## config.mk

```make
export PLATFORM = sky130hd
export DESIGN_NAME = src_phase_scheduler
export DESIGN_NICKNAME = d
export VERILOG_FILES = /design/src/rtl/src_phase_scheduler.sv
export SDC_FILE = /design/constraint.sdc
export NUM_CORES = 1
export LEC_CHECK = 0
export ABC_AREA = 1
export CORE_UTILIZATION = 39
export CTS_CLUSTER_DIAMETER = 60
export DETAILED_ROUTE_END_ITERATION = 7
export GPL_TIMING_DRIVEN = 0
export HOLD_SLACK_MARGIN = 0.03
export PLACE_DENSITY = 0.6
export SLEW_MARGIN = 20
export SYNTH_ARGS = -nofsm -noshare
export SYNTH_HDL_FRONTEND = slang
export SYNTH_SLANG_ARGS = --single-unit
```

## constraint.sdc

```tcl
create_clock -name clk -period 3.2 [get_ports clk]
set_input_delay 0.48 -clock clk [delete_from_list [all_inputs] [get_ports clk]]
set_output_delay 0.48 -clock clk [all_outputs]
set_load 0.03 [all_outputs]
```

## src/rtl/src_phase_scheduler.sv

```systemverilog
`default_nettype none
// +------------------------------------------------------------------------+
// | src_phase_scheduler: round-robin L/M polyphase command sequencer        |
// | Rev 1.0 - initial release                                               |
// +------------------------------------------------------------------------+
module src_phase_scheduler #(
  parameter int NR_STREAMS     = 16,
  parameter int NR_STREAMS_LOG = 4,
  parameter int L              = 160,
  parameter int M              = 147,
  parameter int PHASE_BITS     = 8,
  parameter int CREDIT_BITS    = 3
) (
  input  logic                      clk,
  input  logic                      rst,
  input  logic                      enable,
  input  logic                      frame_in,
  output logic                      frame_rdy,
  output logic                      cmd_req,
  input  logic                      cmd_ack,
  output logic [NR_STREAMS_LOG-1:0] cmd_stream,
  output logic [PHASE_BITS-1:0]     cmd_phase,
  output logic                      cmd_shift,
  output logic                      cmd_first,
  output logic                      overflow
);

  localparam int                        SUM_BITS    = PHASE_BITS + 1;
  localparam logic [SUM_BITS-1:0]       L_SUM       = SUM_BITS'(L);
  localparam logic [SUM_BITS-1:0]       M_SUM       = SUM_BITS'(M);
  localparam logic [CREDIT_BITS-1:0]    CREDIT_MAX  = '1;
  localparam logic [NR_STREAMS_LOG-1:0] LAST_STREAM = NR_STREAMS_LOG'(NR_STREAMS - 1);

  typedef enum logic [1:0] {
    S_IDLE  = 2'd0,
    S_CHECK = 2'd1,
    S_ISSUE = 2'd2
  } state_t;

  state_t                      state_q;
  logic                        req_q;
  logic [NR_STREAMS_LOG-1:0]   stream_q;
  logic [PHASE_BITS-1:0]       phase_q;
  logic                        shift_q;
  logic                        first_q;
  logic                        overflow_q;
  logic [CREDIT_BITS-1:0]      credits_q;
  logic [CREDIT_BITS-1:0]      credits_d;
  logic                        overflow_set;

  // One extra bit so phase+M (up to 2L-2) never wraps before the compare.
  logic [SUM_BITS-1:0]         phase_sum;
  logic                        shift_now;
  logic [PHASE_BITS-1:0]       phase_next;
  logic                        consume;

  assign phase_sum  = {1'b0, phase_q} + M_SUM;
  assign shift_now  = (phase_sum >= L_SUM);
  assign phase_next = shift_now ? PHASE_BITS'(phase_sum - L_SUM) : PHASE_BITS'(phase_sum);
  assign consume    = (state_q == S_CHECK) && shift_now && (credits_q != '0);

  // A frame arriving in the same cycle as a consume cancels out.
  always_comb begin
    credits_d    = credits_q;
    overflow_set = 1'b0;
    if (frame_in && !consume) begin
      if (credits_q != CREDIT_MAX) begin
        credits_d = credits_q + CREDIT_BITS'(1);
      end else begin
        overflow_set = 1'b1;
      end
    end else if (!frame_in && consume) begin
      credits_d = credits_q - CREDIT_BITS'(1);
    end
  end

  always_ff @(posedge clk) begin
    if (rst) begin
      state_q    <= S_IDLE;
      req_q      <= 1'b0;
      stream_q   <= '0;
      phase_q    <= '0;
      shift_q    <= 1'b0;
      first_q    <= 1'b0;
      overflow_q <= 1'b0;
      credits_q  <= '0;
    end else begin
      credits_q <= credits_d;
      if (overflow_set) begin
        overflow_q <= 1'b1;
      end
      case (state_q)
        S_IDLE: begin
          if (enable) begin
            state_q <= S_CHECK;
          end
        end
        S_CHECK: begin
          if (!shift_now || credits_q != '0) begin
            state_q  <= S_ISSUE;
            req_q    <= 1'b1;
            stream_q <= '0;
            shift_q  <= shift_now;
            first_q  <= 1'b1;
          end
        end
        S_ISSUE: begin
          if (cmd_ack) begin
            first_q <= 1'b0;
            if (stream_q == LAST_STREAM) begin
              stream_q <= '0;
              phase_q  <= phase_next;
              req_q    <= 1'b0;
              state_q  <= S_IDLE;
            end else begin
              stream_q <= stream_q + NR_STREAMS_LOG'(1);
            end
          end
        end
        default: begin
          state_q <= S_IDLE;
          req_q   <= 1'b0;
        end
      endcase
    end
  end

  assign frame_rdy  = (credits_q != CREDIT_MAX);
  assign cmd_req    = req_q;
  assign cmd_stream = stream_q;
  assign cmd_phase  = phase_q;
  assign cmd_shift  = shift_q;
  assign cmd_first  = first_q;
  assign overflow   = overflow_q;

endmodule
`default_nettype wire

```

-- Yosys cells after proc, flatten, opt, wreduce, memory -nomap -nowiden
Index checks and enable logic that the tools add are counted.
- register bits after elaboration: 21
- input bits: 5
- word-level logic and storage cells: 63
- $add $sub $neg: 5
- order comparisons: 1
- equal/unequal tests: 9
- multiplexer cells: 21
- bitwise gates (word level): 1
- reductions and logical operators: 18
- operators by type and width (operator ; count):
    $mux W4 ; 3
    $add A8 B8 Y9 const B ; 1
    $ge A9 B8 Y1 const B ; 1
    $mux W3 ; 3
    $mux W2 ; 4
    $mux W8 ; 1
    $ne A2 B2 Y1 const B ; 4
    $pmux W4 S2 ; 1
    $reduce_and A4 Y1 ; 2
    $sub A8 B8 Y8 const B ; 1
    $mux W1 ; 6
    $pmux W2 S3 ; 1
    $reduce_and A3 Y1 ; 2
    $add A4 B1 Y4 const B ; 1
    $eq A4 B4 Y1 const B ; 1
    $logic_and A1 B1 Y1 ; 4
    $reduce_and A2 Y1 ; 2
    $reduce_bool A2 Y1 ; 2
    $add A3 B1 Y3 const B ; 1
    $logic_not A1 Y1 ; 3
    $ne A3 B3 Y1 const B ; 1
    $pmux W1 S3 ; 1
    $reduce_bool A3 Y1 ; 1
    $sub A3 B1 Y3 const B ; 1
    7 further kinds ; 7

-- Depth between registers and ports, before layout
- word-level depth: 8
- depth in mapped cells: 21
- depth with buffers taken out: 21

-- Least setup slack after synthesis
OpenSTA, ideal clock, no wires.
- kind: reg-to-reg
- start: reg phase_q[1], in the netlist cmd_phase[1]
- end: reg credits_q[2]
- setup time: 115 ps
- arrival time: 2662 ps
- data required time: 3085 ps
- path slack: 423 ps
- cell stages (with the launch flop): 21
- clock period less this slack: 2777 ps
- cell sequence: dfxtp_1 -> inv_1 -> ha_1 -> inv_1 -> nand3_1 -> nand2_2 -> nand2_1 -> nand2_1 -> nand2_2 -> inv_1 -> ha_1 -> a21oi_1 -> nor2_1 -> nand2_4 -> nand2_2 -> nand2_1 -> fa_1 -> inv_1 -> nand4_1 -> a21oi_1 -> nor2_1
- word-level cells in the longest chain between the ends: 8
- elaborated cells on any way between the ends: 11
- those cells by class: add/sub: 1; order compare: 1; eq/ne: 1; mux: 1; reduce/logical: 7
- RTL lines (what ; line ; text):
    start, declared ; 43 ; logic [PHASE_BITS-1:0] phase_q;
    start signal, assigned ; 112 ; phase_q <= phase_next;
    $add A8 B8 Y9 * ; 57 ; assign phase_sum = {1'b0, phase_q} + M_SUM;
    $ge A9 B8 Y1 * ; 58 ; assign shift_now = (phase_sum >= L_SUM);
    $logic_and A1 B1 Y1 * (2 in a row) ; 60 ; assign consume = (state_q == S_CHECK) && shift_now && (credits_q != '0);
    $logic_not A1 Y1 ; 66 ; if (frame_in && !consume) begin
    $logic_and A1 B1 Y1 ; 66 ;
    $ne A2 B2 Y1 (no source line) or $reduce_bool A2 Y1 (tied branches) ; - ;
    $reduce_and A2 Y1 (no source line) ; - ;
    end signal, assigned ; 88 ; credits_q <= credits_d;
    end, declared ; 47 ; logic [CREDIT_BITS-1:0] credits_q;
Mark *: on every way between the ends. The rest lies on a longest branch, timed or not.
A chain may end at the register's enable or synchronous reset.

-- Worst setup path after layout
- start: reg phase_q[0], in the netlist cmd_phase[0]
- end: reg credits_q[2]
Same word-level chain as after synthesis.

==> impl_metrics.yaml <==
outcome:
  status: "finished, final reports clean"
setup_path:
  path_max_fanout: 7
  cp_num_buf_inv: 4
  worst-setup-path-type: "flip-flop to flip-flop"
  max_stage_delay_ns: 0.41
  cp-end-kind: "flip-flop"
  crit_family: "simple AND/OR/NAND/NOR gates"
  critPathLaunchType: "flip-flop"
  crit_slowest_cell: "dfxtp_1"
  r2r_cells: 20
  path_cells: "inv_2, ha_1, inv_1, nand3_1, nand2_2, nand2_1, nand2_1, nand2_2, inv_1, ha_1, a21oi_1, nor2_1, nand2_4, nand2_2, nand2_1, fa_1, inv_1, nand4_1, a21oi_1, nor2_1"
  crit_cells: 20
  crit_arrival_ns: 3.01
  cp.required_ns: 3.41
global_routing:
  grt_pass1_wl_um: 4620
  grt_max_degree: 13
  grt_use_met3_pct: 2.42
  first_global_vias: 1096
  gr-usage-met1_pct: 22.9
  grt_util_all_layers_pct: 17.5
  antenna_found_initial: 0
  grt_overflow: 0
  use_met2_pct: 28.7
  grt_busiest_layer: "met2"
die:
  die_w_um: 58.9
  core_region_area_sq_um: 3050
  ios: 22
  num_rows: 20
  start_util_pct: 41.4
  dieArea_sq_um: 3470
  die_h_um: 58.9
placement:
  dpl_cell_area_sq_um: 1530
  dpl.hpwl_um: 2110
  gp_congestion: 0.855
  place_ws_ns: 0.426
  port_buffers: 21
sta:
  clock_skew_ns: 0.00377
  fin_crit_sh_pct: 87.6
  max_freq_mhz: 357
  hold_viol: 0
  setup_viol: 0
  setup_tns_ns: 0
  worst_hold_slack_ns: 0.473
  maxSlewViolCount: 0
  layout_setup_ws_ns: 0.398
  rsz0062_at_grt: "false"
  worstMarginPinSlew_ns: 0.571
  period_needed_ns: 2.80
  max_slew_margin_pct: 62.0
cts:
  cts_made_buffers: 3
  cts_setup_buffers: 0
  ctsResizeCount: 0
  cts_root_buffer: "clkbuf_4"
  hold_buffers: 0
  clk_path_buf_depth: 2
  clock-sinks: 21
  clkLatencyLatePin_ns: 0.30
  cts_tree: "built"
  clkSlewWorstSetupHoldPaths_ns: 0.12
  cts_max_level: 1
synth:
  synth_area_leaders: "dfxtp_1 33%, nand2_1 10%, inv_1 8.6%"
  synth_nets: 197
  synth_edf_count: 0
  ys.flop_type: "dfxtp_1"
  async_flop_share_pct: 0
  syn_inst: 187
  yosysMostFrequentCell: "nand2_1"
  synth_cell_types: 26
  synth.top_cells.by_count: "34 x nand2_1, 29 x inv_1, 21 x dfxtp_1"
  synth_top_cell_by_area: "dfxtp_1"
  ys_seq_area_share_pct: 33.3
  netlist_area_sq_um: 1260
  yosysWarnings: 0
  ys_ff_latch: 21
  synthDominantCellAreaShare_pct: 33.3
  syn_avg_cell_area_sq_um: 6.75
job:
  maxCapViolCount: 0
hold_path:
  hp-class: "flip-flop to flip-flop"
  hold_depth: 2
power_and_ir_drop:
  seq_power_share_pct: 57.9
  vdd_ir_drop_max_mv: 0.227
  sw_frac_of_total_pct: 28.5
  power_frac_clock_pct: 27.0
  powerDensity_nw_per_um2: 310
  leakage_uw: 0.000640
  intPower_uw: 345
  p_sw_uw: 138
  combPwrFrac_pct: 15.1
cells_and_area:
  fin_nets: 223
  regArea_sq_um: 420
  fill_cells: 340
  drive_above_1_share_pct: 11.3
  multi_input_comb_area_sq_um: 711
  syn_to_final_growth_pct: 23.2
  insertedDiodeCount: 0
  post-route-cell-area_sq_um: 1560
  fin_util_pct: 50.9
routing:
  drt-initial-drc-count: 42
  ant_nets: 0
  via_count: 1250
  drcViolationCount: 0
  routedWlPerCell_um: 10.8
  firstDrtPassIters: 4
  vias_per_cell: 4.88
  routed_wl_um: 2760
-- placed cells by master (no fill, tap or decap), types with 2 or more instances in the layout --
cell type / synthesis / routed
dfxtp_1: 21 / 21
nand4_1: 6 / 6
inv_2: 3 / 3
ha_1: 4 / 4
a21oi_2: 4 / 4
xnor2_1: 2 / 2
clkbuf_4: 0 / 3
nor3_1: 2 / 2
a31oi_1: 2 / 2
inv_1: 29 / 29
nand2_1: 34 / 34
clkdlybuf4s50_1: 0 / 21
o21ai_0: 11 / 11
nand3_1: 16 / 16
nor2_2: 3 / 3
a21oi_1: 13 / 13
clkbuf_1: 2 / 2
nand2_2: 7 / 7
nor2_1: 19 / 19
-- area by class of cell --
type	count	share of cell area, %
multi-input cells	131	45.7
flip-flops and latches	21	27.0
repair buffers	21	13.5
inverters	33	7.96
well taps	44	3.54
clock buffers	3	1.45
plain buffers	2	0.483
clock inverters	1	0.322
-- final timing paths --
kind / from / end / slack, ns
max: cmd_phase[0] / credits_q[2] / 0.40
min: cmd_req / cmd_req / 0.47
max reg2reg: cmd_phase[0] / credits_q[2] / 0.40
min reg2reg: cmd_req / cmd_req / 0.47
-- stage by stage --
step / instances / total power, uW
3_3_place_gp: 252 / 356
5_1_grt: 256 / 513
3_5_place_dp: 252 / 358
6_report: 256 / 483
2_1_floorplan: 187 / 334
4_1_cts: 256 / 493
-- state kept, by name, indices dropped and copies added (netlist names) --
register,count
overflow,1
cmd_stream,4
cmd_req,1
state_q,2
cmd_phase,8
cmd_first,1
cmd_shift,1
credits_q,3
-- worst min-delay path, stage by stage, from the launching register on --
cell and delay, ns:
dfxtp_1 0.33, nand2_1 0.06, a21oi_1 0.05
-- power by group through the flow --
stage | registers (uW) | logic (uW) | clock network [uW]
final | 279 | 72.9 | 130
after global routing | 281 | 81.9 | 150
after CTS | 280 | 73.5 | 140
after detailed placement | 285 | 73.3 | 0
after global placement | 285 | 71.9 | 0
after floorplan | 292 | 42.6 | 0
-- logic make-up after synthesis --
logic type	after synthesis	synth area share, %
adder cells (fa/ha/maj)	5	5.55
AO/OA/AOI/OAI	31	13.9
XOR/XNOR	2	1.39
AND/OR/NAND/NOR	93	35.5
buffers and inverters	35	10.4
flip-flops	21	33.3
-- per-layer routing --
metal,share of wire [%],vias up
li1,-,655
met1,48,566
met2,48,27
met3,3.0,2
met4,0.62,0
met5,0,-
Power figures use the tool's default switching activity.
